<file path="src/rtl/lbp_window_ctrl.sv">
// Sequencing controller for the LBP window encoder: priming, first window, sliding windows.
// Define LBP_CTRL_STATS_EN to add the saturating win_count / stall_count outputs.
module lbp_window_ctrl #(
  parameter int unsigned WINDOW_SIZE = 256,
  parameter int unsigned WINDOW_STEP = 128,
  parameter int unsigned LBP_SIZE    = 6,
  parameter int unsigned CNT_W       = $clog2(WINDOW_SIZE + 1)
) (
  input  logic             clk,
  input  logic             nrst,
  input  logic             start,
  input  logic             stop,
  input  logic             sample_valid,
  output logic             sample_ready,
  output logic             mem_shift_en,
  output logic             win_push,
  output logic             win_emit,
  output logic             hv_valid,
  input  logic             hv_ready,
  output logic             busy,
  output logic [CNT_W-1:0] sample_cnt
`ifdef LBP_CTRL_STATS_EN
  ,
  output logic [31:0]      win_count,
  output logic [31:0]      stall_count
`endif
);

  typedef enum logic [2:0] {StIdle, StPrime, StFill, StSlide, StHold} state_e;

  localparam logic [CNT_W-1:0] PrimeLast = CNT_W'(LBP_SIZE - 1);
  localparam logic [CNT_W-1:0] FillLast  = CNT_W'(WINDOW_SIZE - 1);
  localparam logic [CNT_W-1:0] SlideLast = CNT_W'(WINDOW_STEP - 1);

  state_e           r_state;
  logic [CNT_W-1:0] r_cnt;
  logic             r_hv_valid;
  logic             r_win_emit;
  logic             r_stop_pend;

  logic             w_active;
  logic             w_accept;
  logic [CNT_W-1:0] w_term;
  logic             w_last;

  assign w_active = (r_state == StPrime) || (r_state == StFill) || (r_state == StSlide);
  assign w_accept = sample_valid && sample_ready;
  assign w_term   = (r_state == StPrime) ? PrimeLast :
                    (r_state == StFill)  ? FillLast  : SlideLast;
  assign w_last   = w_accept && (r_cnt == w_term);

  assign sample_ready = w_active && !stop && !r_stop_pend;
  assign mem_shift_en = w_accept;
  assign win_push     = w_accept && (r_state != StPrime);
  assign win_emit     = r_win_emit;
  assign hv_valid     = r_hv_valid;
  assign busy         = (r_state != StIdle);
  assign sample_cnt   = r_cnt;

  always_ff @(posedge clk or negedge nrst) begin
    if (!nrst) begin
      r_state     <= StIdle;
      r_cnt       <= '0;
      r_hv_valid  <= 1'b0;
      r_win_emit  <= 1'b0;
      r_stop_pend <= 1'b0;
    end else begin
      r_win_emit <= 1'b0;
      case (r_state)
        StIdle: begin
          if (start && !stop) begin
            r_state <= StPrime;
            r_cnt   <= '0;
          end
        end
        StPrime, StFill, StSlide: begin
          if (stop) begin
            // Partial window is dropped; the datapath is re-primed on the next start.
            r_state <= StIdle;
            r_cnt   <= '0;
          end else if (w_accept) begin
            if (w_last) begin
              r_cnt <= '0;
              if (r_state == StPrime) begin
                r_state <= StFill;
              end else begin
                r_state    <= StHold;
                r_win_emit <= 1'b1;
                r_hv_valid <= 1'b1;
              end
            end else begin
              r_cnt <= r_cnt + 1'b1;
            end
          end
        end
        StHold: begin
          if (stop) r_stop_pend <= 1'b1;
          if (r_hv_valid && hv_ready) begin
            r_hv_valid  <= 1'b0;
            r_stop_pend <= 1'b0;
            r_state     <= (stop || r_stop_pend) ? StIdle : StSlide;
          end
        end
        default: r_state <= StIdle;
      endcase
    end
  end

`ifdef LBP_CTRL_STATS_EN
  logic [31:0] r_win_count;
  logic [31:0] r_stall_count;

  always_ff @(posedge clk or negedge nrst) begin
    if (!nrst) begin
      r_win_count   <= '0;
      r_stall_count <= '0;
    end else begin
      if (r_hv_valid && hv_ready && (r_win_count != '1)) begin
        r_win_count <= r_win_count + 32'd1;
      end
      if ((r_state == StHold) && sample_valid && !hv_ready && (r_stall_count != '1)) begin
        r_stall_count <= r_stall_count + 32'd1;
      end
    end
  end

  assign win_count   = r_win_count;
  assign stall_count = r_stall_count;
`endif

endmodule
</file>
<file path="config.mk">
export PLATFORM = sky130hd
export DESIGN_NAME = lbp_window_ctrl
export DESIGN_NICKNAME = d
export VERILOG_FILES = /design/src/rtl/lbp_window_ctrl.sv
export SDC_FILE = /design/constraint.sdc
export NUM_CORES = 1
export LEC_CHECK = 0
export BUFFER_PORTS_ARGS = -buffer_cell sky130_fd_sc_hd__buf_2
export CORE_MARGIN = 4
export CORE_UTILIZATION = 47
export CTS_CLUSTER_SIZE = 28
export DETAILED_ROUTE_END_ITERATION = 8
export PLACE_DENSITY = 0.7
export SLEW_MARGIN = 20
export SYNTH_ARGS = -nofsm -noshare
export SYNTH_HDL_FRONTEND = slang
export SYNTH_SLANG_ARGS = --single-unit
</file>
<file path="constraint.sdc">
create_clock -name clk -period 1.75 [get_ports clk]
set_input_delay 0.35 -clock clk [delete_from_list [all_inputs] [get_ports clk]]
set_output_delay 0.35 -clock clk [all_outputs]
set_load 0.05 [all_outputs]
</file>
==> results.toml <==
[worst_setup_path]
critPathTopFamily = "simple AND/OR/NAND/NOR gates"
cp.buffers_inverters = 2
cp_slowest_cell = "or3_4"
cp.arrival_ns = 1.49
crit_type = "reg2out"
worstPathCellList = "buf_6 -> nor2_4 -> or3_4 -> nor2_4 -> buf_6"
r2r_slack_ns = -0.05
crit_fanout = 7
max_stage_delay_ns = 0.40
rr_worst_depth = 5
worstPathRequired_ns = 1.40
reg2reg_from = "r_state[2]"
crit_path_start_kind = "flip-flop"
r2r_end = "r_state[1]"
end_kind = "output port"

[synth]
synth_top_area_cell = "dfrtp_1"
synth_area_leaders = "dfrtp_1 (40%), nand2_1 (5.2%), nand3_1 (4.8%)"
syn_area_per_cell_um2 = 9.095
synth-main-ff-cell = "dfrtp_1"
synth_cells = 104
synth_cell_types = 36
synth_edf_count = 0
ys_seq_elements = 15
synth_async_sr_flop_share = 1.000
synth_nets = 111
netlist_area_um2 = 945.9
synth-seq-area-share = 0.3968
synth_top_area_share = 0.3968
yosysWarnings = 0

[cts]
clkTransAtPathRegs_ns = 0.09
clk_latency_ns = 0.28
cts_tree = "done"
ctsHtreeMaxLevel = 1
numCtsBuffers = 3
cts.sink_count = 15
clock_path_buffers = 2
cts_root_buf = "clkbuf_4"

[drt]
drc_errors = 0
drtIter0Drc = 17
vias_per_cell = 5.608
dr.pass1.iters = 4
vias = 959
post_drt_wl_per_cell_um = 13.87
postRouteAntennaNets = 0
wirelength_um = 2371

[finish]
syn_to_final_growth_pct = 40.87
nets = 154
final_common_cell = "buf_4"
most-common-layout-cells = "buf_4 (18), buf_2 (16), dfrtp_1 (14), nand2_1 (13), nand3_1 (9)"
instances_no_fill = 171
antennaDiodeCount = 0
final_layout_size_suffix_gt1_frac = 0.3904
finish.utilization = 0.7320

[die]
rows = 15
io_pins = 21
core_mm2 = 0.001821
die_w_um = 52.86
die_h_um = 52.86
initial_core_util = 0.5196
dieArea_mm2 = 0.002794

[min_path]
holdPathEnd = "r_stop_pend"
hold_start = "hv_ready"
holdPathStages = 2
hp-class = "in2reg"

[timing]
fin_skew_ns = 0.005180
fmax_mhz = 542.8
tns_ns = -0.2835
finalSetupViolCount = 7
max_slew.worst_pin.slew_ns = 0.4038
slew_headroom = 0.7288
period_share = 1.053
period_needed_ns = 1.842
setup_slack_ns = -0.09231
rsz0062_at_grt = "yes"
finalMaxSlewViolations = 0
hold_viol = 0

[grt]
antenna_found_initial = 0
grt_pass1_vias = 946
track_usage = 0.2045
grt_remaining_overflow = 0
grt_first_pass_wirelength_um = 4160
grt_max_degree = 16

[power_and_ir_drop]
p_leak_nw = 0.6214
peakVddDrop_uv = 493.2
cellPowerDensity_mw_per_mm2 = 559.8
power_uw = 745.9

[job]
cap_viol_max_count = 0

[place]
placed_cells = 162
port_buffers = 20
pre_cts_slack_ns = -0.07081
dp_hpwl_um = 1768
place_congestion = 0.8853

[status]
violations = "setup timing"
outcome = "complete, but fails checks"
[metrics by stage]
step | cell area [µm²] | hold WS [ns]
6_report | 1333 | 0.2951
4_1_cts | 1320 | 0.2991
5_1_grt | 1333 | 0.3217
2_1_floorplan | 972.2 | 0.05441
3_3_place_gp | 1204 | 0.2659
3_5_place_dp | 1204 | 0.2701
[power by group]
group / total, mW / switching, mW / leakage (nW) / internal, mW
combinational: 0.185 / 0.108 / 0.400 / 0.0777
sequential: 0.360 / 0.00744 / 0.207 / 0.352
clock: 0.201 / 0.113 / 0.0150 / 0.0883
[cells by family (layout without fill, tap and decap cells)]
logic type,after synthesis,after routing,share of synthesized area
compound gates,17,17,0.1495
xor+xnor,6,6,0.05556
fa+ha+maj,1,1,0.01323
buf+inv,8,50,0.03439
flops,15,15,0.3968
mux,1,1,0.01058
simple gates,56,56,0.3399
[metal layers]
metal / GRT usage / wire, µm
met1: 0.2509 / 1033
met2: 0.3533 / 1199
met3: 0.03944 / 107
met4: 0.07234 / 30
met5: 0 / 0
[synth_stat cells, drive strengths merged, types with 2 or more instances]
| cell | n |
|---|---|
| nand2 | 13 |
| o21ai | 6 |
| or3 | 4 |
| a21oi | 2 |
| and3 | 2 |
| dfrtp | 15 |
| buf | 2 |
| a31oi | 3 |
| or4 | 2 |
| nor3 | 5 |
| nor3b | 2 |
| nand4 | 2 |
| a21o | 2 |
| xnor2 | 2 |
| nor2 | 9 |
| xor2 | 4 |
| nand3 | 9 |
| inv | 5 |
[sequential cells by signal (all words and copies together), names as in the netlist]
name         cells
hv_valid         1
sample_cnt       9
r_stop_pend      1
r_state          3
win_emit         1
[layout make-up]
type | instances | area [µm²]
repair buffers | 41 | 296.5
multi-input cells | 81 | 583.1
well taps | 25 | 31.28
flip-flops and latches | 15 | 376.6
fillers | 129 | 488.0
inverters | 5 | 18.77
clock buffers | 4 | 26.28
[how the worst max path moves through the flow]
stage / endpoint / slack (ns) / depth (start not counted) / from
floorplan: r_state[1] / -0.26 / 6 / r_state[1]
global route: sample_ready / -0.16 / 5 / r_state[1]
finish: sample_ready / -0.09 / 5 / r_state[0]
global placement: r_state[1] / -0.01 / 5 / r_state[2]
detailed placement: sample_cnt[8] / -0.07 / 5 / r_state[2]
CTS: sample_ready / -0.08 / 5 / r_state[1]
[timing repair]
item | in CTS | in global routing
buffers inserted | 4 | 0
hold buffers | 1 | 0
gates cloned | 0 | 0
pin swaps | 9 | 4
setup endpoints to repair | 13 | 17
resized for setup | 13 | 3
hold endpoints to repair | 15 | 0
No activity file was read; power rests on OpenSTA's default activity.
